[src/rtl/mcu_bus_pkg.sv]
// rtl/mcu_bus_pkg.sv - shared constants and types for the MCU bus slot scheduler
package mcu_bus_pkg;

    localparam int PHASES_DEFAULT = 8;
    localparam int PHASE_W        = 3;

    localparam logic SLOT_CPU = 1'b1;
    localparam logic SLOT_VID = 1'b0;

    typedef enum logic [1:0] {
        VG_IDLE,
        VG_VID,
        VG_SND,
        VG_REF
    } vid_grant_t;

endpackage

[src/rtl/mcu_busarb_if.sv]
// rtl/mcu_busarb_if.sv - request inputs and mux select/ack outputs of the bus slot scheduler
interface mcu_busarb_if;
    import mcu_bus_pkg::*;

    logic               viden;
    logic               sndon;
    logic               sreq;
    logic               dma_req;
    logic               as_n;
    logic               addrsel;
    logic               ixdmab;
    logic               snden;
    logic               refb;
    logic               vid_ack;
    logic               snd_ack;
    logic               ref_ack;
    logic               dma_gnt;
    logic [PHASE_W-1:0] phase;
    logic               cpu_slot;

    modport slave (
        input  viden, sndon, sreq, dma_req, as_n,
        output addrsel, ixdmab, snden, refb, vid_ack, snd_ack, ref_ack,
               dma_gnt, phase, cpu_slot
    );

    modport master (
        output viden, sndon, sreq, dma_req, as_n,
        input  addrsel, ixdmab, snden, refb, vid_ack, snd_ack, ref_ack,
               dma_gnt, phase, cpu_slot
    );

endinterface

[src/rtl/mcu_slotgen.sv]
// rtl/mcu_slotgen.sv - phase counter and CPU/video slot alternation
module mcu_slotgen
    import mcu_bus_pkg::*;
#(
    parameter int PHASES = PHASES_DEFAULT
) (
    input  logic               clk32,
    input  logic               res,
    output logic [PHASE_W-1:0] phase,
    output logic               cpu_slot,
    output logic               last_phase,
    output logic               slot_start
);

    localparam logic [PHASE_W-1:0] LAST = PHASE_W'(PHASES - 1);

    assign last_phase = (phase == LAST);
    assign slot_start = (phase == '0);

    // Count phases within a slot; flip slot side on every wrap, CPU slot first after reset
    always_ff @(posedge clk32) begin
        if (res) begin
            phase    <= '0;
            cpu_slot <= SLOT_CPU;
        end else if (last_phase) begin
            phase    <= '0;
            cpu_slot <= ~cpu_slot;
        end else begin
            phase    <= phase + 1'b1;
        end
    end

endmodule

[src/rtl/mcu_busarb.sv]
// rtl/mcu_busarb.sv - DRAM slot arbiter between video/sound/refresh and CPU/disk DMA
module mcu_busarb
    import mcu_bus_pkg::*;
#(
    parameter int PHASES       = PHASES_DEFAULT,
    parameter int REF_INTERVAL = 64
) (
    input  logic          clk32,
    input  logic          res,
    mcu_busarb_if.slave   bus
);

    localparam int             RW       = $clog2(REF_INTERVAL);
    localparam logic [RW-1:0]  REF_LAST = RW'(REF_INTERVAL - 1);

    logic [PHASE_W-1:0] phase;
    logic               cpu_slot;
    logic               last_phase;
    logic               slot_start;

    vid_grant_t         grant_q,     grant_d;
    logic [RW-1:0]      ref_cnt_q,   ref_cnt_d;
    logic               ref_pend_q,  ref_pend_d;
    logic               sreq_pend_q, sreq_pend_d;
    logic               sreq_hist_q;
    logic               dma_gnt_q,   dma_gnt_d;
    logic               ixdmab_q,    ixdmab_d;
    logic               vid_ack_q,   vid_ack_d;
    logic               snd_ack_q,   snd_ack_d;
    logic               ref_ack_q,   ref_ack_d;
    logic               snd_taken;

    mcu_slotgen #(.PHASES(PHASES)) u_slotgen (
        .clk32      (clk32),
        .res        (res),
        .phase      (phase),
        .cpu_slot   (cpu_slot),
        .last_phase (last_phase),
        .slot_start (slot_start)
    );

    // Next slot decisions: taken on the last phase, so each slot sees stable selects
    always_comb begin
        grant_d    = grant_q;
        ref_cnt_d  = ref_cnt_q;
        ref_pend_d = ref_pend_q;
        dma_gnt_d  = dma_gnt_q;
        ixdmab_d   = ixdmab_q;
        vid_ack_d  = 1'b0;
        snd_ack_d  = 1'b0;
        ref_ack_d  = 1'b0;
        snd_taken  = 1'b0;

        if (last_phase) begin
            if (cpu_slot == SLOT_CPU) begin
                // Upcoming video slot: refresh beats sound beats video fetch
                if (ref_pend_q) begin
                    grant_d    = VG_REF;
                    ref_ack_d  = 1'b1;
                    ref_pend_d = 1'b0;
                end else if (sreq_pend_q && bus.sndon) begin
                    grant_d   = VG_SND;
                    snd_ack_d = 1'b1;
                    snd_taken = 1'b1;
                end else if (bus.viden) begin
                    grant_d   = VG_VID;
                    vid_ack_d = 1'b1;
                end else begin
                    grant_d = VG_IDLE;
                end
            end else begin
                // Upcoming CPU slot: DMA only takes over between CPU bus cycles
                grant_d = VG_IDLE;
                if (dma_gnt_q && !bus.dma_req) begin
                    dma_gnt_d = 1'b0;
                end else if (!dma_gnt_q && bus.dma_req && bus.as_n) begin
                    dma_gnt_d = 1'b1;
                end
                ixdmab_d = ~dma_gnt_d;
            end
        end

        // Every video slot ages the refresh interval by one
        if (slot_start && (cpu_slot == SLOT_VID)) begin
            if (ref_cnt_q == REF_LAST) begin
                ref_cnt_d  = '0;
                ref_pend_d = 1'b1;
            end else begin
                ref_cnt_d = ref_cnt_q + 1'b1;
            end
        end

        // A new sound request edge must not be lost to a grant in the same cycle
        if (bus.sreq && !sreq_hist_q) begin
            sreq_pend_d = 1'b1;
        end else if (snd_taken) begin
            sreq_pend_d = 1'b0;
        end else begin
            sreq_pend_d = sreq_pend_q;
        end
    end

    // Arbiter state registers
    always_ff @(posedge clk32) begin
        if (res) begin
            grant_q     <= VG_IDLE;
            ref_cnt_q   <= '0;
            ref_pend_q  <= 1'b0;
            sreq_pend_q <= 1'b0;
            sreq_hist_q <= 1'b0;
            dma_gnt_q   <= 1'b0;
            ixdmab_q    <= 1'b1;
            vid_ack_q   <= 1'b0;
            snd_ack_q   <= 1'b0;
            ref_ack_q   <= 1'b0;
        end else begin
            grant_q     <= grant_d;
            ref_cnt_q   <= ref_cnt_d;
            ref_pend_q  <= ref_pend_d;
            sreq_pend_q <= sreq_pend_d;
            sreq_hist_q <= bus.sreq;
            dma_gnt_q   <= dma_gnt_d;
            ixdmab_q    <= ixdmab_d;
            vid_ack_q   <= vid_ack_d;
            snd_ack_q   <= snd_ack_d;
            ref_ack_q   <= ref_ack_d;
        end
    end

    assign bus.phase    = phase;
    assign bus.cpu_slot = cpu_slot;
    assign bus.addrsel  = ~cpu_slot;
    assign bus.snden    = (grant_q == VG_SND);
    assign bus.refb     = (grant_q != VG_REF);
    assign bus.vid_ack  = vid_ack_q;
    assign bus.snd_ack  = snd_ack_q;
    assign bus.ref_ack  = ref_ack_q;
    assign bus.dma_gnt  = dma_gnt_q;
    assign bus.ixdmab   = ixdmab_q;

endmodule

[src/flat_wrapper.sv]
// flat-port wrapper written by rule: the top's interface ports become plain ports
module mcu_busarb_flat import mcu_bus_pkg::*;
#(
    parameter int PHASES       = PHASES_DEFAULT,
    parameter int REF_INTERVAL = 64
)
  (clk32, res, bus_viden, bus_sndon, bus_sreq, bus_dma_req, bus_as_n, bus_addrsel, bus_ixdmab, bus_snden, bus_refb, bus_vid_ack, bus_snd_ack, bus_ref_ack, bus_dma_gnt, bus_phase, bus_cpu_slot);
  mcu_busarb_if bus_i ();
  input  logic clk32;
  input  logic res;
  input wire logic [$bits(bus_i.viden)-1:0] bus_viden;
  input wire logic [$bits(bus_i.sndon)-1:0] bus_sndon;
  input wire logic [$bits(bus_i.sreq)-1:0] bus_sreq;
  input wire logic [$bits(bus_i.dma_req)-1:0] bus_dma_req;
  input wire logic [$bits(bus_i.as_n)-1:0] bus_as_n;
  output wire logic [$bits(bus_i.addrsel)-1:0] bus_addrsel;
  output wire logic [$bits(bus_i.ixdmab)-1:0] bus_ixdmab;
  output wire logic [$bits(bus_i.snden)-1:0] bus_snden;
  output wire logic [$bits(bus_i.refb)-1:0] bus_refb;
  output wire logic [$bits(bus_i.vid_ack)-1:0] bus_vid_ack;
  output wire logic [$bits(bus_i.snd_ack)-1:0] bus_snd_ack;
  output wire logic [$bits(bus_i.ref_ack)-1:0] bus_ref_ack;
  output wire logic [$bits(bus_i.dma_gnt)-1:0] bus_dma_gnt;
  output wire logic [$bits(bus_i.phase)-1:0] bus_phase;
  output wire logic [$bits(bus_i.cpu_slot)-1:0] bus_cpu_slot;
  assign bus_i.viden = bus_viden;
  assign bus_i.sndon = bus_sndon;
  assign bus_i.sreq = bus_sreq;
  assign bus_i.dma_req = bus_dma_req;
  assign bus_i.as_n = bus_as_n;
  assign bus_addrsel = bus_i.addrsel;
  assign bus_ixdmab = bus_i.ixdmab;
  assign bus_snden = bus_i.snden;
  assign bus_refb = bus_i.refb;
  assign bus_vid_ack = bus_i.vid_ack;
  assign bus_snd_ack = bus_i.snd_ack;
  assign bus_ref_ack = bus_i.ref_ack;
  assign bus_dma_gnt = bus_i.dma_gnt;
  assign bus_phase = bus_i.phase;
  assign bus_cpu_slot = bus_i.cpu_slot;
  mcu_busarb #(.PHASES(PHASES), .REF_INTERVAL(REF_INTERVAL)) u_core (.clk32(clk32), .res(res), .bus(bus_i));
endmodule
[config.mk]
export PLATFORM = sky130hd
export DESIGN_NAME = mcu_busarb_flat
export DESIGN_NICKNAME = d
export VERILOG_FILES = /design/src/rtl/mcu_bus_pkg.sv /design/src/rtl/mcu_busarb_if.sv /design/src/rtl/mcu_slotgen.sv /design/src/rtl/mcu_busarb.sv /design/src/flat_wrapper.sv
export SDC_FILE = /design/constraint.sdc
export NUM_CORES = 1
export LEC_CHECK = 0
export CORE_MARGIN = 4
export CORE_UTILIZATION = 43
export DETAILED_ROUTE_END_ITERATION = 6
export GPL_TIMING_DRIVEN = 0
export MAX_ROUTING_LAYER = met4
export PLACE_DENSITY = 0.81
export SLEW_MARGIN = 20
export SYNTH_ARGS = -nofsm -noshare
export SYNTH_HDL_FRONTEND = slang
export SYNTH_SLANG_ARGS = --single-unit
[constraint.sdc]
create_clock -name clk32 -period 1.3 [get_ports clk32]
set_input_delay 0.195 -clock clk32 [delete_from_list [all_inputs] [get_ports clk32]]
set_output_delay 0.195 -clock clk32 [all_outputs]
set_load 0.02 [all_outputs]
# Word level (Yosys, flattened, before mapping)
# Cells that the tools add are included.
# word_totals
inputBits	7
output_inout_bits	12
register_bits	20
word_cells	57
# classes
add_sub_neg	2
muxes	21
eq_ne	4
bitwise	3
reduce_logical	15
# op_table
cell	count
$mux W1	17
$add A6 B1 Y6 const B	1
$eq A6 B6 Y1 const B	1
$logic_and A1 B1 Y1	6
$mux W2	3
$mux W6	1
$reduce_or A5 Y1	1
$add A3 B1 Y3 const B	1
$eq A3 B3 Y1 const B	1
$logic_not A1 Y1	3
$logic_not A3 Y1	1
$not A1 Y1	3
$reduce_or A3 Y1	1
$eq A2 B2 Y1 const B	1
$ne A2 B2 Y1 const B	1
$reduce_and A2 Y1	1
$reduce_bool A2 Y1	1
$reduce_or A2 Y1	1

# Longest topological paths before layout
# Gate-level depths: netlist (run 1).
# depth
ltp_word	8
mapped_depth	5
mapped_depth_nobuf	5

# Modules after synthesis
# A second synthesis (run 1) with hierarchy kept.
# unflattened
cells_unflattened	91
hier_area_um2	878.3
# modules_own_cells
mod	seq_area_each_um2	area_per_inst_um2	cells_per_inst	instances
mcu_busarb	320.3	699.4	75	1
mcu_slotgen	80.1	178.9	16	1

# Least setup slack after synthesis (run 1)
# OpenSTA, ideal clock, no wires.
# synth_path
kind	reg2reg
start	register u_core.u_slotgen.phase[0]
end	register u_core.ref_cnt_q[4]
arrival_ns	1.446
path_stages_with_launch	6
synth_period_minus_slack_ns	1.569
t_required_ns	1.177
path_slack_ns	-0.269
setup_time_ns	0.123
n_path_buf	0
path_cell_list	dfxtp_1 inv_1 ha_1 and4bb_1 and3_1 mux2_1
# synth_via
elab_chain_cells	2
# synth_lines
element	line_no	rtl
start, declared	mcu_slotgen.sv:9	output logic [PHASE_W-1:0] phase,
start signal, assigned	mcu_slotgen.sv:29	phase <= phase + 1'b1;
$logic_not A3 Y1	mcu_slotgen.sv:18	assign slot_start = (phase == '0);
$logic_and A1 B1 Y1	mcu_busarb.sv:84	if (slot_start && (cpu_slot == SLOT_VID)) begin
end signal, assigned	mcu_busarb.sv:118	ref_cnt_q <= ref_cnt_d;
end, declared	mcu_busarb.sv:22	logic [RW-1:0] ref_cnt_q, ref_cnt_d;
# Every way passes these cells.
# A chain may end at the register's enable or synchronous reset.

# Final worst setup path (run 1)
# layout_path
start	register u_core.ref_cnt_q[0]
end	register u_core.ref_cnt_q[4]
# layout_via
elab_chain_cells	2
word_cells_on_any_way	3
cone_classes	add/sub: 1; eq/ne: 1; mux: 1
# layout_lines
element	line_no	rtl
$add A6 B1 Y6 / $eq A6 B6 Y1 (equally long branches)	mcu_busarb.sv:89, mcu_busarb.sv:85	
$mux W6 (*)	mcu_busarb.sv:85	if (ref_cnt_q == REF_LAST) begin
# Mark *: on every way between the ends. The rest lies on a longest branch, timed or not.

==> results of run 1 <==
==> timing repair <==
action | 4_1_cts | 5_1_grt
endpoints found under the setup margin | 26 | 18
resized for setup | 28 | 9
setup buffers | 3 | 2
pin swaps | 3 | 1
==> cell type report <==
| type | count | area (um^2) | share of cell area [%] |
|---|---|---|---|
| flip-flops and latches | 20 | 415 | 34.5 |
| clock inverters | 1 | 3.75 | 0.312 |
| clock buffers | 3 | 22.5 | 1.87 |
| repair buffers | 23 | 195 | 16.2 |
| well taps | 27 | 33.8 | 2.81 |
| plain buffers | 2 | 10.0 | 0.832 |
| inverters | 4 | 20.0 | 1.66 |
| multi-input cells | 64 | 503 | 41.8 |
==> final timing paths <==
kind / from / to / slack, ns
setup / recovery: u_core.ref_cnt_q[0]$_SDFFE_PP0P_ / u_core.ref_cnt_q[4]$_SDFFE_PP0P_ / -0.08
hold / removal: u_core.bus.ixdmab$_SDFFE_PP1P_ / u_core.bus.ixdmab$_SDFFE_PP1P_ / 0.47
setup reg to reg: u_core.ref_cnt_q[0]$_SDFFE_PP0P_ / u_core.ref_cnt_q[4]$_SDFFE_PP0P_ / -0.08
hold reg to reg: u_core.bus.ixdmab$_SDFFE_PP1P_ / u_core.bus.ixdmab$_SDFFE_PP1P_ / 0.47
==> worst max-delay path, delay by kind of cell, from the launching register on <==
family | cells | cell delay (ns)
flops | 1 | 0.37
fa+ha+maj | 1 | 0.20
mux | 1 | 0.29
simple gates | 2 | 0.42
==> through the flow <==
stage	setup slack, ns	cells	area, um^2	utilization (%)	total power, mW
6_report	-0.0800	144	1200	62.0	1.04
5_1_grt	-0.130	144	1200	62.0	1.10
3_5_place_dp	-0.461	135	1110	57.4	0.763
4_1_cts	-0.0794	142	1190	61.3	1.05
3_3_place_gp	-0.431	135	1110	57.4	0.756
2_1_floorplan	-0.0521	90	901	-	0.710
==> Yosys cell counts, types with 3 or more instances <==
library cell,number
nor3_1,3
nor3b_1,4
nor2_1,8
ha_1,5
inv_1,4
nor2b_1,4
a21oi_1,6
dfxtp_1,20
nand2_1,6
==> power by group <==
group          internal, mW  total [mW]  switching, mW
clock                 0.112       0.294          0.182
combinational        0.0608       0.111         0.0507
sequential            0.624       0.640         0.0161
==> metal layers <==
metal  track usage, %  vias to the layer above
met5                -                        -
met4             5.11                        0
met3             6.20                        2
met2             25.2                       23
met1             17.5                      328
li1                 -                      370
==> cells by family after synthesis <==
logic type | after synthesis | synth area share [%]
AO/OA/AOI/OAI | 15 | 10.7
adder cells (fa/ha/maj) | 5 | 7.15
XOR/XNOR | 2 | 2.00
buffers and inverters | 6 | 2.57
AND/OR/NAND/NOR | 40 | 29.3
multiplexers | 2 | 2.43
flip-flops | 20 | 45.8
==> metrics.yaml, run 1 <==
clock_tree:
  htree_levels: 1
  clkTransAtPathRegs_ns: 0.11
  cts_buffer_depth: 2
  numCtsBuffers: 3
  hold_buffers: 0
  cts_tree: "done"
  cts_root_buf: "clkbuf_4"
  cts.sinks: 20
  clock_latency_ns: 0.29
layout:
  finalNetCount: 130
  drive_above_1_share_pct: 28.2
  largest_reg_flops: 6
  fill_cells: 180
  synthToLayoutAreaGrowth_pct: 37.6
  diodes: 0
  layout_common_cells: "14 x dfxtp_1, 8 x nor2_1, 7 x dlygate4sd2_1, 6 x a21oi_1, 6 x clkdlybuf4s50_1"
  final_common_cell: "dfxtp_1"
  regMostFlops: "u_core.ref_cnt_q"
  largestRegisters: "u_core.ref_cnt_q (6), u_core.u_slotgen.phase (3), u_core.grant_q (2)"
sta:
  fin_crit_ns: 1.38
  hold_viol_final: 0
  finalSetupViolations: 7
  skew_ns: 0.00122
  fmax_mhz: 725
  maxSlewViolCount: 0
  slew_headroom_pct: 81.0
  worst_pin_slew_ns: 0.284
  whs_ns: 0.470
  period_share_pct: 106
  setup_tns_ns: -0.239
  rsz0062_at_grt: "yes"
  fin_ws_ns: -0.0800
setup_path:
  crit_arrival_ns: 1.58
  crit_type: "flip-flop to flip-flop"
  rr_worst_depth: 4
  crit_chain: "ha_2 -> and4bb_1 -> and3_4 -> mux2_4"
  crit_slowest_cell: "dfxtp_2"
  required_ns: 1.50
  start_kind: "flip-flop"
  cp_max_fo: 3
  endpoint_kind: "flip-flop"
  slowest_delay_ns: 0.37
run_status:
  status: "finished, violations left"
  violations: "negative setup slack"
floorplan:
  rows: 16
  dieHeight_um: 53.1
  initial_utilization_pct: 45.0
  dieArea_mm2: 0.00282
  coreArea_mm2: 0.00194
  die_x_um: 53.1
  ios: 19
grt:
  grt_pass1_wl_um: 3060
  grt_start_max_net_pins: 12
  grt_overflow: 0
  antenna_found_initial: 0
  grt.total_usage_pct: 15.6
  grt_pass1_vias: 731
routing:
  drt_iter0_drc: 9
  route.detailed.drc: 0
  dr_wl_met2_um: 898
  drt_wl_total_um: 1790
  detail_route.wl_per_cell_um: 12.4
  routed.top_layer: "met4"
  wl_met1_um: 760
  final_antenna_net_count: 0
  via_per_inst: 5.02
  route.met3.wl_um: 110
  vias: 723
  drt-pass1-iter-count: 4
yosys:
  syn-num-nets: 102
  synth_top_cell_area_share_pct: 45.8
  synth_top_area_cell: "dfxtp_1"
  synth_area_um2: 875
  ys.warnings.count: 0
  ys_ff_latch: 20
  synth_cells: 90
  synth.distinct_cells: 35
  synthFlopType: "dfxtp_1"
  synth_area_leaders: "dfxtp_1 46%, ha_1 7.2%, a21oi_1 3.4%"
  synth_edf_count: 0
  postSynth.asyncResetShare_pct: 0
  syn_avg_cell_area_um2: 9.72
  synth.yosys.seq_area_share_pct: 45.8
pwr:
  p_leak_nw: 0.492
  max-vdd-ir-drop_mv: 0.720
  powerDensity_mw_per_mm2: 868
flow_run:
  maxCapViolations: 0
place:
  placement.io_buffers: 18
  dp.final_hpwl_um: 1240
  gp_congestion: 0.769
worst_hold_path:
  whs_path_depth: 1
  hold_class: "flip-flop to flip-flop"
Note: power is estimated with default switching activity, not from simulation.
==> run 2: changes to the inputs <==
--- a/config.mk
+++ b/config.mk
@@ -8,10 +8,10 @@
 export CORE_MARGIN = 4
 export CORE_UTILIZATION = 43
 export DETAILED_ROUTE_END_ITERATION = 6
-export GPL_TIMING_DRIVEN = 0
 export MAX_ROUTING_LAYER = met4
 export PLACE_DENSITY = 0.81
 export SLEW_MARGIN = 20
 export SYNTH_ARGS = -nofsm -noshare
 export SYNTH_HDL_FRONTEND = slang
+export SYNTH_HIERARCHICAL = 1
 export SYNTH_SLANG_ARGS = --single-unit
==> run 2 against run 1 <==
The run still ends with negative setup slack left. Critical endpoint is now u_core/ref_cnt_q[3]$_SDFFE_PP0P_. Worst setup slack gained 0.026 ns. Wire length increased by 7.3%. Critical path type unchanged. Via count grew 6.5%. First-iteration DRC count up 120%. Sequential power is essentially flat. Cell area grew 4.1%. Critical path depth increased by 2. Die area grew 0.36%. Clock power grew 21%.
==> metrics.yaml, run 2 <==
pwr:
  pwr-share-comb_pct: 11.6  # +0.9 points
  p_leak_nw: 0.551  # +12%
  power_switching_uw: 255  # +2.6%
  p_int_uw: 869  # +9.1%
  clkPwrFrac_pct: 31.6  # +3.5 points
  power.share.sequential_pct: 56.8  # -4.4 points
  p_total_mw: 1.12  # +7.6%
  swShare_pct: 22.7  # -1.1 points
  max-vdd-ir-drop_mv: 0.778  # +8.0%
  powerDensity_mw_per_mm2: 898  # +3.4%
layout:
  synthToLayoutAreaGrowth_pct: 42.6
  regMostFlops: "u_core/ref_cnt_q"
  layout_common_cells: "15 x dfxtp_1, 11 x buf_4, 8 x dlygate4sd2_1, 6 x clkdlybuf4s50_1, 6 x nor2_1"
  final_util_pct: 64.5  # +2.5 points
  final_common_cell: "dfxtp_1"
  fin_cells: 149  # +3.5%
  largestRegisters: "u_core/ref_cnt_q (6), u_core/u_slotgen/phase (3), u_core/grant_q (2)"
  finalNetCount: 135  # +3.8%
  diodes: 0  # unchanged
  drive_above_1_share_pct: 28.7  # +0.48 points
  largest_reg_flops: 6  # unchanged
yosys:
  synthFlopType: "dfxtp_1"
  synth_cells: 91  # +1.1%
  syn_avg_cell_area_um2: 9.65  # -0.67%
  ys.warnings.count: 6  # +6
  yosysMostFrequentCell: "dfxtp_1"
  synthTopCellsByCount: "20 x dfxtp_1, 6 x nand2b_1, 6 x nor2_1"
  synth.yosys.seq_area_share_pct: 45.6  # -0.20 points
  postSynth.asyncResetShare_pct: 0  # unchanged
  synth_area_leaders: "dfxtp_1 46%, ha_1 7.1%, nand2b_1 4.3%"
  syn-num-nets: 103  # +0.98%
  synth_top_cell_area_share_pct: 45.6  # -0.20 points
  synth_top_area_cell: "dfxtp_1"
  synth_edf_count: 0  # unchanged
  synth.distinct_cells: 33  # -5.7%
  synth_area_um2: 878  # +0.43%
  ys_ff_latch: 20  # unchanged
clock_tree:
  numCtsBuffers: 3  # unchanged
  cts.sinks: 20  # unchanged
  cts_buffer_depth: 2  # unchanged
  cts_root_buf: "clkbuf_4"
  cts_tree: "done"
  htree_levels: 1  # unchanged
  clock_latency_ns: 0.30  # about the same
  hold_buffers: 0  # unchanged
  clkTransAtPathRegs_ns: 0.11  # about the same
routing:
  drt_wl_total_um: 1920  # +7.3%
  via_per_inst: 5.17  # +2.9%
  route.detailed.drc: 0  # unchanged
  drt-pass1-iter-count: 4  # unchanged
  drt_iter0_drc: 20  # +11
  vias: 770  # +6.5%
  final_antenna_net_count: 0  # unchanged
  dr_wl_met2_um: 959  # +6.8%
  detail_route.wl_per_cell_um: 12.9  # +3.7%
  route.met3.wl_um: 41  # -63%
  wl_met1_um: 899  # +18%
  routed.top_layer: "met4"
sta:
  fin_ws_ns: -0.0539  # +0.0261 ns
  worst_pin_slew_ns: 0.277  # -0.00720 ns
  maxSlewViolCount: 0  # unchanged
  finalSetupViolations: 7  # unchanged
  rsz0062_at_grt: "yes"
  slew_headroom_pct: 81.5  # +0.48 points
  hold_viol_final: 0  # unchanged
  skew_ns: 0.00543  # +0.00421 ns
  fin_crit_ns: 1.35  # -0.0261 ns
  period_share_pct: 104  # -2.0 points
  fmax_mhz: 739  # +1.9%
  whs_ns: 0.476  # +0.00580 ns
floorplan:
  dieHeight_um: 53.2  # +0.18%
  coreArea_mm2: 0.00194  # unchanged
  rows: 16  # unchanged
  die_x_um: 53.2  # +0.18%
  dieArea_mm2: 0.00283  # +0.36%
  ios: 19  # unchanged
  initial_utilization_pct: 45.2  # +0.19 points
flow_run:
  maxCapViolations: 0  # unchanged
grt:
  antenna_found_initial: 0  # unchanged
  grt_pass1_wl_um: 3170  # +3.6%
  grt_pass1_vias: 737  # +0.82%
  grt_start_max_net_pins: 12  # unchanged
  grt.total_usage_pct: 16.0  # +0.45 points
  grt_overflow: 0  # unchanged
setup_path:
  required_ns: 1.52  # +0.02 ns
  start_kind: "flip-flop"
  crit_arrival_ns: 1.57  # about the same
  cp_max_fo: 4  # +1
  crit_type: "flip-flop to flip-flop"
  endpoint_kind: "flip-flop"
place:
  placement.io_buffers: 18  # unchanged
  dp.final_hpwl_um: 1370  # +11%
  place_inst: 142  # +5.2%
  gp_congestion: 0.753  # -2.1%
  pre_cts_ws_ns: -0.0643  # +0.396 ns
run_status:
  status: "finished, violations left"
  violations: "negative setup slack"
worst_hold_path:
  hold_class: "input port to flip-flop"
[run 2: cell count changes after synthesis, moves of 2 or more]
cell / before / now
and3_1: 2 / 0
nand3_1: 0 / 2
a21o_1: 0 / 2
or4_1: 2 / 0
nor2_1: 8 / 6
nand2b_1: 2 / 6
o21ai_0: 1 / 3
[run 2: logic make-up (layout without fill, tap and decap cells)]
| group | after synthesis | in the layout | share of synthesized area, % |
|---|---|---|---|
| AND/OR/NAND/NOR | 41 | 41 | 29.3 |
| AO/OA/AOI/OAI | 16 | 16 | 11.7 |
| flip-flops | 20 | 20 | 45.6 |
| XOR/XNOR | 3 | 3 | 2.99 |
| buffers and inverters | 5 | 36 | 2.14 |
| adder cells (fa/ha/maj) | 5 | 5 | 7.12 |
| multiplexers | 1 | 1 | 1.14 |
[run 2: path summary, 6_finish.rpt]
check / end / slack [ns] / from / cells past startpoint
hold / removal: u_core/sreq_hist_q$_SDFF_PP0_ / 0.48 / bus_sreq / 2
setup / recovery: u_core/ref_cnt_q[3]$_SDFFE_PP0P_ / -0.05 / u_core/u_slotgen/phase[1]$_SDFF_PP0_ / 6
setup reg to reg: u_core/ref_cnt_q[3]$_SDFFE_PP0P_ / -0.05 / u_core/u_slotgen/phase[1]$_SDFF_PP0_ / 6
hold reg to reg: u_core/bus.ixdmab$_SDFFE_PP1P_ / 0.48 / u_core/bus.ixdmab$_SDFFE_PP1P_ / 1
[run 2: timing repair]
action	4_1_cts	5_1_grt
buffers inserted	3	0
pin swaps	0	1
endpoints found under the setup margin	20	19
gates resized for setup	20	9
[run 2: worst max-delay path, stage by stage, from the launching register on]
cell,delay [ns]
dfxtp_4,0.36
inv_2,0.07
ha_4,0.12
nor2b_4,0.14
and3b_1,0.24
a21oi_1,0.10
nor4b_2,0.24
[run 2: power by group through the flow]
stage | registers, mW | clock network [mW] | logic, mW
4_1_cts | 0.639 | 0.361 | 0.128
5_1_grt | 0.642 | 0.396 | 0.142
6_report | 0.639 | 0.356 | 0.130
2_1_floorplan | 0.661 | 0 | 0.0443
3_3_place_gp | 0.651 | 0 | 0.112
3_5_place_dp | 0.651 | 0 | 0.120
[run 2: per-stage QoR]
stage          setup TNS (ns)  cell area (um^2)
2_1_floorplan         -0.0746               900
6_report               -0.236              1250
3_3_place_gp          -0.0992              1170
4_1_cts                -0.138              1250
3_5_place_dp           -0.330              1170
5_1_grt                -0.782              1250
[run 2: final cells by class]
cell class	instances	area, um^2
Inverter	3	13.8
Timing Repair Buffer	29	243
Fill cell	154	689
Clock buffer	4	36.3
Multi-Input combinational cell	66	514
Sequential cell	20	412
Tap cell	27	33.8
[run 2: metal layers]
| metal | GRT usage [%] | up-vias |
|---|---|---|
| li1 | - | 382 |
| met1 | 17.9 | 375 |
| met2 | 26.7 | 11 |
| met4 | 8.09 | 0 |
| met5 | - | - |
| met3 | 3.66 | 2 |
==> patch 1, RTL diff (config.mk and constraints of run 1) <==
Change the package constant `PHASE_W` from 3 to 6.
--- a/src/rtl/mcu_bus_pkg.sv
+++ b/src/rtl/mcu_bus_pkg.sv
@@ -4,3 +4,3 @@
     localparam int PHASES_DEFAULT = 8;
-    localparam int PHASE_W        = 3;
+    localparam int PHASE_W        = 6;
 
Ports: changed (resized bus_phase); port bits go from 19 to 22. No check against the original RTL was run, so the function may have changed too.
==> patch 1 against run 1 <==
- die area is 16% higher
- design area up 36%
- via count rose by 51%
- largest power group unchanged
- the run still ends with negative setup slack left
- synthesized area up 19%
- sequential cell count increased by 3
- setup slack got worse by 0.34 ns
- count of clock-buffer cells in the layout rose by 1
- clock power up 14%
- power is 17% higher
- routed wire length up 82%
==> patch 1: results (changes against run 1) <==
| Parameter | Value | Delta |
|:---|:---|:---|
| Minimum setup slack after placement | -0.511 ns | -0.0505 ns |
| Violations in the final reports | negative setup slack |  |
| Number of fill cells in the layout | 190 | +5.6% |
| Post-placement cell area | 1360 um2 | +22% |
| Setup violations, final | 17 | +10 |
| Post CTS Setup Buffer Count | 11 | +8 |
| Met2 track utilization from global routing | 0.359 | +0.107 |
| Total GRT Usage | 0.205 | +0.0497 |
| Hold Path Stages | 2 | +1 |
| M3 GR Usage | 0.0611 | -0.000886 |
| Number of global-route vias before repair | 1125 | +54% |
| Slowest cell on the critical path | sky130_fd_sc_hd__or4_1 |  |
| Iter 0 DRT Violations | 34 | +25 |
| Pin count of the biggest net entering global routing | 13 | +1 |
| Count of different cell masters after synthesis | 36 | +2.9% |
| Number of resized instances in the post-cts repair step | 56 | +100% |
| Sequential area share after synthesis | 0.441 | -0.0165 |
| Worst Path Arrival | 1.94 ns | +0.36 ns |
| Synth top area cells | sky130_fd_sc_hd__dfxtp_1 44%, sky130_fd_sc_hd__a21oi_1 4.3%, sky130_fd_sc_hd__nor3_1 3.8% |  |
| Met2 routed WL | 1.72 mm | +91% |
| Skew-Pair Late Insertion Delay | 0.32 ns | +0.03 ns |
| Net total in the final layout | 170 | +31% |
| Registers with the most flip-flops | u_core.ref_cnt_q x6, u_core.u_slotgen.phase x6, u_core.grant_q x2 |  |
| Wire length on met1 | 1.29 mm | +70% |
| Routed length per placed instance | 17.3 um | +40% |
| Post-synth top cells | 23 x sky130_fd_sc_hd__dfxtp_1, 9 x sky130_fd_sc_hd__a21oi_1, 8 x sky130_fd_sc_hd__nor3_1, 8 x sky130_fd_sc_hd__o21ai_0, 7 x sky130_fd_sc_hd__nand3_1 |  |
| Post-synthesis net count | 131 | +28% |
| Reported net switching power | 312 uW | +26% |
| Routed wl met3 | 164 um | +49% |
| Met1 track demand over resource in global routing | 0.215 | +0.0396 |
| Post-route worst setup slack | -0.416 ns | -0.336 ns |
| Port buffer count | 21 | +3 |
| Slew Limit Headroom | 0.696 | -0.114 |
| Post-DR vias/cell | 5.84 | +16% |
| Leakage Power | 0.594 nW | +21% |
| Area of the multi-input gates | 696 um2 | +38% |
| Placer's final routability congestion estimate | 0.777 | +1.0% |
| Max rail drop VDD | 0.633 mV | -12% |
| Status | finished, violations left |  |
| Wire length of the first global-routing pass | 5.12 mm | +68% |
==> patch 1: cell type report <==
type	count	share of cell area
Timing Repair Buffer	35	0.180
Sequential cell	23	0.296
Tap cell	28	0.0214
Clock buffer	4	0.0161
Inverter	6	0.0176
Multi-Input combinational cell	85	0.426
Buffer	6	0.0436
==> patch 1: path summary, 6_finish.rpt <==
kind	startpoint	end	slack, ns
max	u_core.u_slotgen.phase[5]	u_core.ref_cnt_q[5]	-0.42
min	bus_sreq	u_core.sreq_hist_q	0.45
max reg2reg	u_core.u_slotgen.phase[5]	u_core.ref_cnt_q[5]	-0.42
min reg2reg	u_core.ref_cnt_q[0]	u_core.ref_cnt_q[0]	0.52
==> patch 1: power groups by stage <==
stage	logic, mW	registers (mW)	clock network, mW
3_5_place_dp	0.115	0.753	0
5_1_grt	0.163	0.739	0.366
4_1_cts	0.141	0.732	0.333
2_1_floorplan	0.0525	0.761	0
6_report	0.149	0.736	0.335
3_3_place_gp	0.112	0.752	0
==> patch 1: worst register-to-register path, delay by kind of cell (launching register included) <==
family          cells  cell delay [ns]
simple gates        2             0.89
flops               1             0.36
compound gates      1             0.23
buf+inv             1             0.16
==> patch 1: cells by family after synthesis <==
group                    Yosys count  synth area share
multiplexers                       1            0.0108
adder cells (fa/ha/maj)            3            0.0360
flip-flops                        23             0.441
XOR/XNOR                           3            0.0252
AND/OR/NAND/NOR                   47             0.246
AO/OA/AOI/OAI                     31             0.186
buffers and inverters             13            0.0551
==> patch 1: per-stage QoR <==
step	power [mW]	hold slack, ns	TNS, ns	instances
after floorplan	0.813	0.313	-1.76	121
after global placement	0.865	0.444	-7.11	170
after detailed placement	0.868	0.452	-7.82	170
after CTS	1.21	0.430	-3.80	186
after global routing	1.27	0.454	-4.80	187
final	1.22	0.447	-4.07	187
==> patch 2, RTL diff (config.mk and constraints of run 1) <==
Without the edit above. Re-encode `vid_grant_t` (4 values) as one-hot, 4 bits wide.
--- a/src/rtl/mcu_bus_pkg.sv
+++ b/src/rtl/mcu_bus_pkg.sv
@@ -9,7 +9,7 @@
 
-    typedef enum logic [1:0] {
-        VG_IDLE,
-        VG_VID,
-        VG_SND,
-        VG_REF
+    typedef enum logic [3:0] {
+        VG_IDLE = 4'b0001,
+        VG_VID  = 4'b0010,
+        VG_SND  = 4'b0100,
+        VG_REF  = 4'b1000
     } vid_grant_t;
Formal check against the unedited RTL: no difference found for any inputs over 10 cycles, from zero or initial values; not proved beyond that.
==> patch 2 against run 1 <==
- the run still ends with negative setup slack left
- core utilization up 14 points
- setup slack lost 0.18 ns
- power is 35% higher
- synthesized area grew 8.6%
- count of clock-buffer cells in the layout is the same
- routed wire length rose by 40%
- register-to-register slack worse by 0.09 ns
- design area rose by 27%
- die area grew 7.3%
- sequential cell count is 2 higher
- critical path type is now reg2out
- highest routed layer unchanged
==> patch 2: results (changes against run 1) <==
| Parameter | Value | Delta |
|:---|:---|:---|
| Registers with the most flip-flops | u_core.ref_cnt_q x6, u_core.grant_q x4, u_core.u_slotgen.phase x3 |  |
| Pin count of the biggest net entering global routing | 14 | +2 |
| Largest clock skew in the final design | 0.0154 ns | +0.0142 ns |
| Total of flip-flops plus latches after synthesis | 22 | +10% |
| Slowest cell on the critical path | sky130_fd_sc_hd__or4b_4 |  |
| Combined flip-flop and latch cell area | 455 um2 | +9.6% |
| HPWL Detailed | 1.36 mm | +9.5% |
| Iter 0 DRT Violations | 13 | +4 |
| Placer's final routability congestion estimate | 0.740 | -3.7% |
| Violations in the final reports | negative setup slack |  |
| Area of the multi-input gates | 594 um2 | +18% |
| Buffers outside the clock class | 36 | +44% |
| Synthesized-area fraction occupied by ao, oa, aoi and oai cells | 0.144 | +0.0363 |
| Transition at the pin with the smallest max-transition slack | 0.559 ns | +0.274 ns |
| Sequential area share after synthesis | 0.464 | +0.00597 |
| Parity-gate share of the synthesized area counting xor and xnor cells | 0 | -0.0200 |
| Growth of design area from synthesis to finish | 60.7% |  |
| Wire length on met1 | 1.02 mm | +34% |
| Post-Synthesis Cell Area | 950 um2 | +8.6% |
| Routed wl met3 | 151 um | +37% |
| Cell internal pwr | 1.09 mW | +37% |
| Signal buffers share of area | 0.230 | +0.0590 |
| Max rail drop VDD | 0.755 mV | +4.9% |
| Skew-Pair Late Insertion Delay | 0.33 ns | +0.04 ns |
| Worst path max stage delay | 0.53 ns | +0.16 ns |
| Met2 routed WL | 1.29 mm | +44% |
| M3 GR Usage | 0.0697 | +0.00773 |
| Comb_multi_in | 65 | +1.6% |
| Instance count after placement with tap cells included | 142 | +5.2% |
| Worst Path Arrival | 1.36 ns | -0.22 ns |
| Total Neg Setup Slack | -1.89 ns | -1.65 ns |
| Synth Area in Adders | 0.0527 | -0.0188 |
| Post-route insts no fill | 160 | +11% |
| Number of cells produced by synthesis | 97 | +7.8% |
| Total GRT Usage | 0.184 | +0.0284 |
| Hold WS | 0.429 ns | -0.0407 ns |
| Power Sequential | 713 uW | +11% |
| Post-route worst setup slack | -0.258 ns | -0.178 ns |
| Count of different cell masters after synthesis | 34 | -2.9% |
| Clk cell area share | 0.0344 | +0.0126 |
| Inverters | 6 | +2 |
| Number of fill cells in the layout | 138 | -23% |
| Power density normalized to cell area | 921 nW/um2 | +6.1% |
| Met1 track demand over resource in global routing | 0.208 | +0.0332 |
| Post-DR vias/cell | 5.58 | +11% |
| Worst-case register-to-register setup slack | -0.17 ns | -0.09 ns |
| Setup violations, final | 20 | +13 |
| Proportion of layout cells with a drive suffix above 1 | 0.481 | +0.199 |
| Number of global-route vias before repair | 870 | +19% |
| Wire length of the first global-routing pass | 3.79 mm | +24% |
| Status | finished, violations left |  |
| Leakage Power | 0.607 nW | +23% |
| Minimum setup slack after placement | -0.426 ns | +0.0341 ns |
| Portion of total power attributed to the clock network | 0.382 | +0.101 |
-- patch 2: changes by cell type after synthesis, moves of 2 or more --
cell,delta
sky130_fd_sc_hd__inv_1,+2
sky130_fd_sc_hd__a32oi_1,+3
sky130_fd_sc_hd__nor2b_1,-2
sky130_fd_sc_hd__a211o_1,+2
sky130_fd_sc_hd__dfxtp_1,+2
sky130_fd_sc_hd__and4b_1,+2
sky130_fd_sc_hd__nand3_1,+3
sky130_fd_sc_hd__buf_6,+2
sky130_fd_sc_hd__or4_1,-2
-- patch 2: timing repair --
action,CTS,global route
setup endpoints to repair,23,24
hold buffers,0,0
pin swaps,6,16
resized for setup,48,34
setup buffers,12,3
-- patch 2: final timing paths --
check                                 start                  end  depth (start not counted)
hold reg to reg           u_core.bus.ixdmab    u_core.bus.ixdmab                          1
setup / recovery          u_core.grant_q[2]             bus_refb                          2
hold / removal                     bus_sreq   u_core.sreq_hist_q                          2
setup reg to reg  u_core.u_slotgen.phase[0]  u_core.ref_cnt_q[2]                          5
